--- src/rtl/rx_timer_pkg.sv ---
// ============================================================================
// Module      : rx_timer_pkg
// Description : Shared state encoding and default sizing for the receive timer.
// Revision    : 1.0 - initial release
// ============================================================================
`default_nettype none

package rx_timer_pkg;

  typedef enum logic [1:0] {
    IDLE = 2'd0,
    RUN  = 2'd1,
    HALT = 2'd2
  } state_t;

  localparam int DEF_CLKS_PER_BIT  = 8;
  localparam int DEF_BITS_PER_BYTE = 8;
  localparam int DEF_MAX_RUN_BITS  = 7;

  localparam int BIT_CNT_W  = 4;
  localparam int BYTE_CNT_W = 8;

endpackage

`default_nettype wire

--- src/rtl/rx_flex_counter.sv ---
// ============================================================================
// Module      : rx_flex_counter
// Description : Up-counter with synchronous clear and programmable rollover.
//               o_rollover_flag marks the increment that wraps the count to 0.
// Revision    : 1.0 - initial release
// ============================================================================
`default_nettype none

module rx_flex_counter #(
  parameter int WIDTH = 4
) (
  input  logic             clk,
  input  logic             rst,
  input  logic             i_clear,
  input  logic             i_count_enable,
  input  logic [WIDTH-1:0] i_rollover_val,
  output logic [WIDTH-1:0] o_count_out,
  output logic             o_rollover_flag
);

  logic [WIDTH-1:0] r_count;
  logic             w_at_last;

  assign w_at_last = (r_count == (i_rollover_val - 1'b1));

  // Clear dominates, so a coincident increment can never report a rollover.
  assign o_rollover_flag = i_count_enable && !i_clear && w_at_last;
  assign o_count_out     = r_count;

  always_ff @(posedge clk or posedge rst) begin
    if (rst) begin
      r_count <= '0;
    end else if (i_clear) begin
      r_count <= '0;
    end else if (i_count_enable) begin
      if (w_at_last) begin
        r_count <= '0;
      end else begin
        r_count <= r_count + 1'b1;
      end
    end
  end

endmodule

`default_nettype wire

--- src/rtl/rx_timer.sv ---
// ============================================================================
// Module      : rx_timer
// Description : Receive bit/byte timing generator: edge-locked mid-bit strobe,
//               bit/byte counting and transition-loss detection.
// Revision    : 1.0 - initial release
// ============================================================================
`default_nettype none

module rx_timer
  import rx_timer_pkg::*;
#(
  parameter int CLKS_PER_BIT  = DEF_CLKS_PER_BIT,
  parameter int BITS_PER_BYTE = DEF_BITS_PER_BYTE,
  parameter int MAX_RUN_BITS  = DEF_MAX_RUN_BITS
) (
  input  logic                  clk,
  input  logic                  rst,
  input  logic                  enable_timer,
  input  logic                  d_edge,
  input  logic                  pause,
  input  logic                  clear_byte,
  output logic                  shift_strobe,
  output logic                  byte_rcvd,
  output logic [BIT_CNT_W-1:0]  bit_cnt,
  output logic [BYTE_CNT_W-1:0] byte_cnt,
  output logic                  err_no_edge
);

  localparam int c_PHASE_W = $clog2(CLKS_PER_BIT);
  localparam int c_RUN_W   = $clog2(MAX_RUN_BITS + 1);

  localparam logic [c_PHASE_W-1:0] c_PHASE_ONE  = c_PHASE_W'(1);
  localparam logic [c_PHASE_W-1:0] c_PHASE_MID  = c_PHASE_W'(CLKS_PER_BIT / 2);
  localparam logic [c_PHASE_W-1:0] c_PHASE_LAST = c_PHASE_W'(CLKS_PER_BIT - 1);

  localparam logic [BIT_CNT_W-1:0] c_BITS_ROLL = BIT_CNT_W'(BITS_PER_BYTE);
  localparam logic [c_RUN_W-1:0]   c_RUN_ROLL  = c_RUN_W'(MAX_RUN_BITS);

  state_t                  r_state;
  state_t                  w_state_nxt;
  logic [c_PHASE_W-1:0]    r_phase;
  logic [c_PHASE_W-1:0]    w_phase_nxt;
  logic [BYTE_CNT_W-1:0]   r_byte_cnt;
  logic                    r_byte_rcvd;
  logic                    r_err;

  logic                    w_in_run;
  logic                    w_start;
  logic                    w_wrap;
  logic                    w_strobe;
  logic                    w_timeout;
  logic                    w_bit_clr;
  logic                    w_bit_roll;
  logic                    w_run_clr;
  logic                    w_run_inc;
  logic [BIT_CNT_W-1:0]    w_bit_cnt;
  logic [c_RUN_W-1:0]      w_run_cnt_unused;

  assign w_in_run = (r_state == RUN);
  assign w_start  = (r_state == IDLE) && enable_timer && d_edge;
  assign w_wrap   = w_in_run && (r_phase == c_PHASE_LAST);

  // Bit counter: counts accepted strobes, realigned by clear_byte.
  assign w_bit_clr = !enable_timer || !w_in_run || clear_byte || w_timeout;

  rx_flex_counter #(
    .WIDTH (BIT_CNT_W)
  ) u_bit_counter (
    .clk             (clk),
    .rst             (rst),
    .i_clear         (w_bit_clr),
    .i_count_enable  (w_strobe),
    .i_rollover_val  (c_BITS_ROLL),
    .o_count_out     (w_bit_cnt),
    .o_rollover_flag (w_bit_roll)
  );

  // Run counter: whole bit periods elapsed since the last transition.
  assign w_run_clr = !enable_timer || !w_in_run || d_edge;
  assign w_run_inc = w_wrap && !d_edge;

  rx_flex_counter #(
    .WIDTH (c_RUN_W)
  ) u_run_counter (
    .clk             (clk),
    .rst             (rst),
    .i_clear         (w_run_clr),
    .i_count_enable  (w_run_inc),
    .i_rollover_val  (c_RUN_ROLL),
    .o_count_out     (w_run_cnt_unused),
    .o_rollover_flag (w_timeout)
  );

  always_comb begin
    w_state_nxt = r_state;
    w_phase_nxt = r_phase;
    w_strobe    = 1'b0;
    case (r_state)
      IDLE: begin
        w_phase_nxt = '0;
        if (w_start) begin
          w_state_nxt = RUN;
          w_phase_nxt = c_PHASE_ONE;
        end
      end
      RUN: begin
        w_strobe = (r_phase == c_PHASE_MID) && !pause;
        if (w_timeout) begin
          w_state_nxt = HALT;
          w_phase_nxt = '0;
        end else if (d_edge) begin
          w_phase_nxt = c_PHASE_ONE;
        end else if (r_phase == c_PHASE_LAST) begin
          w_phase_nxt = '0;
        end else begin
          w_phase_nxt = r_phase + c_PHASE_ONE;
        end
      end
      HALT: begin
        w_phase_nxt = '0;
      end
      default: begin
        w_state_nxt = IDLE;
        w_phase_nxt = '0;
      end
    endcase
    if (!enable_timer) begin
      w_state_nxt = IDLE;
      w_phase_nxt = '0;
    end
  end

  always_ff @(posedge clk or posedge rst) begin
    if (rst) begin
      r_state <= IDLE;
      r_phase <= '0;
    end else begin
      r_state <= w_state_nxt;
      r_phase <= w_phase_nxt;
    end
  end

  // byte_cnt survives HALT so the failing packet can be inspected.
  always_ff @(posedge clk or posedge rst) begin
    if (rst) begin
      r_byte_cnt  <= '0;
      r_byte_rcvd <= 1'b0;
      r_err       <= 1'b0;
    end else begin
      r_byte_rcvd <= w_bit_roll;
      r_err       <= w_timeout;
      if (!enable_timer || (r_state == IDLE)) begin
        r_byte_cnt <= '0;
      end else if (w_bit_roll && (r_byte_cnt != '1)) begin
        r_byte_cnt <= r_byte_cnt + 1'b1;
      end
    end
  end

  assign shift_strobe = w_strobe;
  assign byte_rcvd    = r_byte_rcvd;
  assign bit_cnt      = w_bit_cnt;
  assign byte_cnt     = r_byte_cnt;
  assign err_no_edge  = r_err;

endmodule

`default_nettype wire

--- config.mk ---
export PLATFORM = sky130hd
export DESIGN_NAME = rx_timer
export DESIGN_NICKNAME = d
export VERILOG_FILES = /design/src/rtl/rx_timer_pkg.sv /design/src/rtl/rx_flex_counter.sv /design/src/rtl/rx_timer.sv
export SDC_FILE = /design/constraint.sdc
export NUM_CORES = 1
export LEC_CHECK = 0
export CORE_ASPECT_RATIO = 1.5
export CORE_MARGIN = 4
export CORE_UTILIZATION = 51
export CTS_CLUSTER_DIAMETER = 100
export DETAILED_ROUTE_END_ITERATION = 10
export MAX_ROUTING_LAYER = met4
export PLACE_DENSITY = 0.79
export SLEW_MARGIN = 20
export SYNTH_ARGS = -nofsm -noshare
export SYNTH_HDL_FRONTEND = slang
export SYNTH_SLANG_ARGS = --single-unit
--- constraint.sdc ---
create_clock -name clk -period 2.3 [get_ports clk]
set_clock_uncertainty 0.1 [all_clocks]
set_input_delay 0.46 -clock clk [delete_from_list [all_inputs] [get_ports clk]]
set_output_delay 0.46 -clock clk [all_outputs]
set_load 0.02 [all_outputs]
==> metrics, run 1 <==
utilization after layout=66.94%; DRC violation count after routing=0; initial antenna violation count=0; area fraction in and, or, nand and nor cells after synthesis=26.43%; Mean Syn Cell Area=9.969 um2; critical path buffer and inverter count=2; Hold Path Class=in -> async; CTS HTree Levels=1; slew of the pin with the lowest slew margin=0.4271 ns; register clock-pin slew on the reported worst setup and hold paths=0.13 ns; largest stage delay on the critical path=0.42 ns; Crit path max-delay family=flip-flops; Die Span Y=68.06 um; critical path peak fanout=3; layout cells sized above 1=10.00%; Setup TNS Final=0 ns; Worst IR Drop VDD=0.3470 mV; clock period minus worst slack=2.147 ns; net total in the final layout=163; achievable clock frequency=465.9 MHz; status=finished clean; worst path cell trace=inv_1, ha_1, nand4b_4, nor2_1, dlygate4sd2_1; count of final setup violators=0; worst reg2reg path startpoint=r_phase[0]$_DFF_PP0_; Rel. slew slack=71.31%; RSZ-0062 raised after global routing=false; Worst Path Class, Setup=reg -> out; site row count=21; total CTS buffers=3; via-per-instance ratio=6.006; CTS sink cnt=22; # IOs=21; vias after detailed routing=1039; TritonCTS clock tree=built; count of distinct cell types in the synthesized netlist=37; worst reg2reg path depth=6; Root Buffer Master=clkbuf_4; Compound-Gate Fraction of Synth Area=15.20%; Maximum Capacitance Violations=0; pin count of the biggest net entering global routing=23; horizontal die dimension=48.04 um; final weighted congestion of routability-driven global placement=0.8252; Area Growth Syn to Fin=23.37%; average detailed-routed wire length per instance=14.77 um; net count after synthesis=134; number of design-rule violations left by the first detailed-router iteration=42; ant diodes=0; share of synthesized area spent on multiplexers=2.449%; total number of yosys warnings=0; number of fillers in the final layout=171; ratio of final minimum period to clock period=93.33%; post-synthesis cell area=0.001226 mm2; global-route wire length before repair=4222 um; pwr/cell area=403.9 mW/mm2; area of the die=0.003269 mm2; later-pin clock latency in the skew report=0.31 ns; post-synthesis instance total=123; buffers from clock root to sink, at most=2; drt first pass iters=4; commonest cells after routing, fill and taps aside=dfrtp_1 (22), clkdlybuf4s50_1 (19), nand2_1 (11); Tot GR Track Use=18.02%; launch point of the critical path=r_phase[0]$_DFF_PP0_; leading cell type in the layout, fill and taps excluded=dfrtp_1; number of enable-type register cells in the synthesized netlist=0; quantity of hold-fixing buffers added after cts=0; static leakage power=0.6522 nW; required time at the endpoint of the critical path=1.74 ns; prevailing post-synth register cell=dfrtp_1; synthesized-area fraction occupied by xor and xnor cells=2.143%; quantity of I/O buffers inserted on ports=20; total half-perimeter wirelength after legalization and detailed placement=1894 um; GRT Residual Overflow=0; Levels on crit path=5; vias in the first global route=1055; count of state elements after synthesis=22; type of origin of the critical path=flip-flop; combinational family with the most area after synthesis=simple AND/OR/NAND/NOR gates; final-report max-slew violation count=0; Critical Path End Type=primary output; Multi-input gate area=629.4 um2; master of the slowest instance on the critical path=dfrtp_1; adder-cell share of the synthesized area=5.102%; routed wire length=2555 um; Data arrival, critical path=1.59 ns; Hold Violations, Final=0; sequential cell area fraction in the yosys report=44.90%; starting density of the core=54.26%; core outline area=0.002260 mm2; area taken by flip-flops and latches=550.5 um2; post-synthesis async set-or-reset flop share=100.0%; residual antenna-violating net count after detailed routing=0
==> per-layer routing <==
layer / share of wire [%] / vias to the layer above / track usage, % / routed length, um
met2: 53 / 38 / 31.62 / 1365
met5: 0 / - / - / 0
li1: - / 495 / - / -
met3: 5.4 / 4 / 1.842 / 138
met4: 0.94 / 0 / 7.407 / 24
met1: 40 / 502 / 19.80 / 1026
==> flip-flops by register name, indices dropped and copies added (netlist names) <==
signal                     flops
err_no_edge                    1
r_state                        2
byte_rcvd                      1
u_run_counter.o_count_out      3
r_phase                        3
u_bit_counter.o_count_out      4
byte_cnt                       8
==> cell usage after synthesis (2+ instances only) <==
master	n	area (um2)
nand4b_1	2	17.52
and4_1	2	17.52
nand2_1	11	41.29
mux2i_1	3	30.03
a21oi_1	7	35.03
nand3b_1	4	30.03
inv_1	8	30.03
ha_1	5	62.56
xor2_1	2	17.52
nor2_1	10	37.54
a21o_1	2	15.01
o211ai_1	3	22.52
and3_1	3	18.77
nor3_1	2	10.01
a22o_1	2	17.52
nand3_1	4	20.02
dfrtp_1	22	550.5
nor3b_1	2	15.01
nor2b_1	2	12.51
o21ai_0	7	35.03
nand2b_1	2	12.51
o21a_1	3	22.52
==> final cells by class <==
cell class | instances | share of cell area [%]
sequential | 22 | 36.39
multi-input combinational | 90 | 41.60
timing repair buffer | 27 | 16.63
clock buffer | 3 | 1.489
tap | 23 | 1.902
inverter | 8 | 1.985
==> worst reg2reg max path, delay by kind of cell, from the launching register on <==
| kind | cells | cell delay, ns |
|---|---|---|
| and+or+nand+nor | 1 | 0.26 |
| adders and majority gates | 2 | 0.42 |
| AOI/OAI and AO/OA | 3 | 0.73 |
| DFF | 1 | 0.42 |
==> final timing paths <==
| kind | end | slack, ns |
|---|---|---|
| min | byte_cnt[0]$_DFFE_PP0P_ | 0.36 |
| max | shift_strobe | 0.15 |
| min in group clk | byte_cnt[0]$_DFFE_PP0P_ | 0.48 |
| min reg2reg | byte_cnt[0]$_DFFE_PP0P_ | 0.48 |
| max reg2reg | byte_cnt[4]$_DFFE_PP0P_ | 0.27 |
| max in group asynchronous | byte_rcvd$_DFF_PP0_ | 1.50 |
==> logic make-up (layout without fill, tap and decap cells) <==
family	after synthesis	in the layout
adders and majority gates	5	5
buffers and inverters	11	38
muxes	3	3
and+or+nand+nor	51	51
AOI/OAI and AO/OA	28	28
DFF	22	22
xor gates and xnor gates	3	3
==> stage by stage <==
stage                     power (mW)  worst slack, ns  cells  hold WS, ns  area [um2]
final                         0.6110           0.1534    173       0.3617        1513
after global routing          0.6385          0.06135    173       0.3992        1513
after CTS                     0.6148           0.1237    173       0.3765        1513
after detailed placement      0.4431         -0.08394    170       0.4595        1491
after global placement        0.4414         -0.06509    170       0.4509        1491
after floorplan               0.4231           0.3838    123       0.3492        1226
==> report_power, final <==
| part | leakage, nW | switching (mW) | internal, mW |
|---|---|---|---|
| combinational | 0.334 | 0.0243 | 0.0188 |
| clock | 0.0138 | 0.115 | 0.0611 |
| sequential | 0.305 | 0.00250 | 0.389 |
| total | 0.652 | 0.142 | 0.469 |
==> repair_timing <==
item | in CTS | in global routing
buffers inserted | 0 | 0
endpoints found under the setup margin | 1 | 0
gates resized for setup | 1 | 0
Power figures use the tool's default switching activity.
==> run 2: changes to the inputs <==
--- a/config.mk
+++ b/config.mk
@@ -12,6 +12,7 @@
 export DETAILED_ROUTE_END_ITERATION = 10
 export MAX_ROUTING_LAYER = met4
 export PLACE_DENSITY = 0.79
+export REMOVE_ABC_BUFFERS = 1
 export SLEW_MARGIN = 20
 export SYNTH_ARGS = -nofsm -noshare
 export SYNTH_HDL_FRONTEND = slang
==> run 2 against run 1 <==
  * Power decreased by 1.5%
  * Cell area decreased by 0.50%
  * Clock power decreased by 4%
  * Global-route usage increased by 0.71 points
  * Worst hold slack improved by 0.037 ns
  * Fmax increased by 0.44%
  * Worst setup slack improved by 0.0093 ns
  * Register-to-register slack improved by 0.06 ns
  * Non-clock buffer count decreased by 1
  * Combinational power decreased by 10%
  * Critical path type unchanged
==> metrics, run 2 (synthesis results as in run 1) <==
starting density of the core=54.26%; global-route wire length before repair=4340 um; final-report max-slew violation count=0; clock period minus worst slack=2.137 ns; pwr/cell area=399.7 mW/mm2; routed wire length=2506 um; count of final setup violators=0; total CTS buffers=3; Critical Path End Type=primary output; critical path buffer and inverter count=2; Tot GR Track Use=18.73%; Post-Place Cells=169; Post-CTS Setup Repair Bufs=0; status=finished clean; type of origin of the critical path=flip-flop; leading cell type in the layout, fill and taps excluded=dfrtp_1; Area Growth Syn to Fin=22.75%; largest stage delay on the critical path=0.42 ns; area of the die=0.003269 mm2; required time at the endpoint of the critical path=1.74 ns; final weighted congestion of routability-driven global placement=0.8283; net total in the final layout=162; register clock-pin slew on the reported worst setup and hold paths=0.12 ns; DRC violation count after routing=0; horizontal die dimension=48.04 um; worst path cell trace=inv_1, ha_1, nand4b_4, nor2_1, dlygate4sd2_1; layout cells sized above 1=9.396%; Worst Path Class, Setup=reg -> out; quantity of I/O buffers inserted on ports=20; master of the slowest instance on the critical path=dfrtp_1; average detailed-routed wire length per instance=14.57 um; buffers from clock root to sink, at most=2; Die Span Y=68.06 um; Root Buffer Master=clkbuf_4; RSZ-0062 raised after global routing=false; GRT Residual Overflow=0; top metal layer carrying routed signals=met4; static leakage power=0.6472 nW; achievable clock frequency=467.9 MHz; number of flip-flops under the largest register name=8; residual antenna-violating net count after detailed routing=0; drt first pass iters=4; CTS HTree Levels=1; pin count of the biggest net entering global routing=23; Post-Place Setup Slack=-0.06821 ns; number of design-rule violations left by the first detailed-router iteration=37; number of fillers in the final layout=196; critical path peak fanout=3; vias after detailed routing=994; site row count=21; routed length on met2=1420 um; min setup slack post-route=0.1627 ns; Hold Path Class=in -> async; Maximum Capacitance Violations=0; via-per-instance ratio=5.779; ant diodes=0; # IOs=21; Crit path max-delay family=buffers and inverters; Data arrival, critical path=1.58 ns; initial antenna violation count=0; core outline area=0.002260 mm2; met1 wire length=1002 um; vias in the first global route=1016; ratio of final minimum period to clock period=92.92%; wire length on met3=62 um; slew of the pin with the lowest slew margin=0.3909 ns; count of non-filler cells in the finished layout=172; CTS sink cnt=22; TritonCTS clock tree=built; Hold Violations, Final=0; total half-perimeter wirelength after legalization and detailed placement=1932 um; Rel. slew slack=73.94%; commonest cells after routing, fill and taps aside=dfrtp_1 (22), clkdlybuf4s50_1 (19), nand2_1 (11); Worst IR Drop VDD=0.2722 mV; later-pin clock latency in the skew report=0.30 ns
==> run 2: changes by cell type in the layout (fill, tap and decap cells not counted) <==
cell and delta:
buf_4 -1
==> run 2: repair_timing <==
action,4_1_cts,5_1_grt
hold buffers,0,0
setup endpoints to repair,1,0
resized for setup,1,0
==> run 2: layer usage <==
layer  vias up  global-route usage [%]
li1        495                       -
met1       479                   19.37
met2        18                   33.44
met3         2                   2.632
met4         0                   8.081
met5         -                       -
==> run 2: cell type report <==
type / count / area (um2) / area share (%)
Tap cell: 23 / 28.78 / 1.912
Timing Repair Buffer: 26 / 244.0 / 16.21
Multi-Input combinational cell: 90 / 629.4 / 41.81
Clock buffer: 3 / 22.52 / 1.496
Inverter: 8 / 30.03 / 1.995
Sequential cell: 22 / 550.5 / 36.58
==> run 2: final timing paths <==
path / startpoint / endpoint / slack (ns) / cells after the start
setup reg to reg: r_phase[0]$_DFF_PP0_ / byte_cnt[4]$_DFFE_PP0P_ / 0.33 / 6
min in group clk: u_bit_counter.o_count_out[3]$_DFFE_PP0P_ / u_bit_counter.o_count_out[3]$_DFFE_PP0P_ / 0.50 / 2
hold / removal: rst / byte_cnt[3]$_DFFE_PP0P_ / 0.40 / 3
setup / recovery: r_phase[0]$_DFF_PP0_ / shift_strobe / 0.16 / 5
max in group asynchronous: rst / byte_cnt[4]$_DFFE_PP0P_ / 1.47 / 3
hold reg to reg: u_bit_counter.o_count_out[3]$_DFFE_PP0P_ / u_bit_counter.o_count_out[3]$_DFFE_PP0P_ / 0.50 / 2
==> run 2: worst min-delay path: cells and delay by family <==
family | cells | cell delay (ns)
buf+inv | 3 | 0.73
==> run 2: power by group <==
group | internal (mW) | switching, mW | total [mW]
registers | 0.389 | 0.00440 | 0.394
clock network | 0.0609 | 0.108 | 0.169
logic | 0.0172 | 0.0216 | 0.0388
total | 0.467 | 0.134 | 0.602
==> run 2: per-stage QoR <==
stage / utilization (%) / power [mW] / TNS (ns) / cell area [um2] / hold slack, ns
after floorplan: - / 0.4214 / 0 / 1210 / 0.3492
final: 66.61 / 0.6016 / 0 / 1505 / 0.3984
after global routing: 66.61 / 0.6390 / 0 / 1505 / 0.4155
after CTS: 66.61 / 0.6114 / 0 / 1505 / 0.4064
after detailed placement: 65.67 / 0.4405 / -0.06821 / 1484 / 0.4738
after global placement: 65.67 / 0.4391 / -0.05545 / 1484 / 0.4600
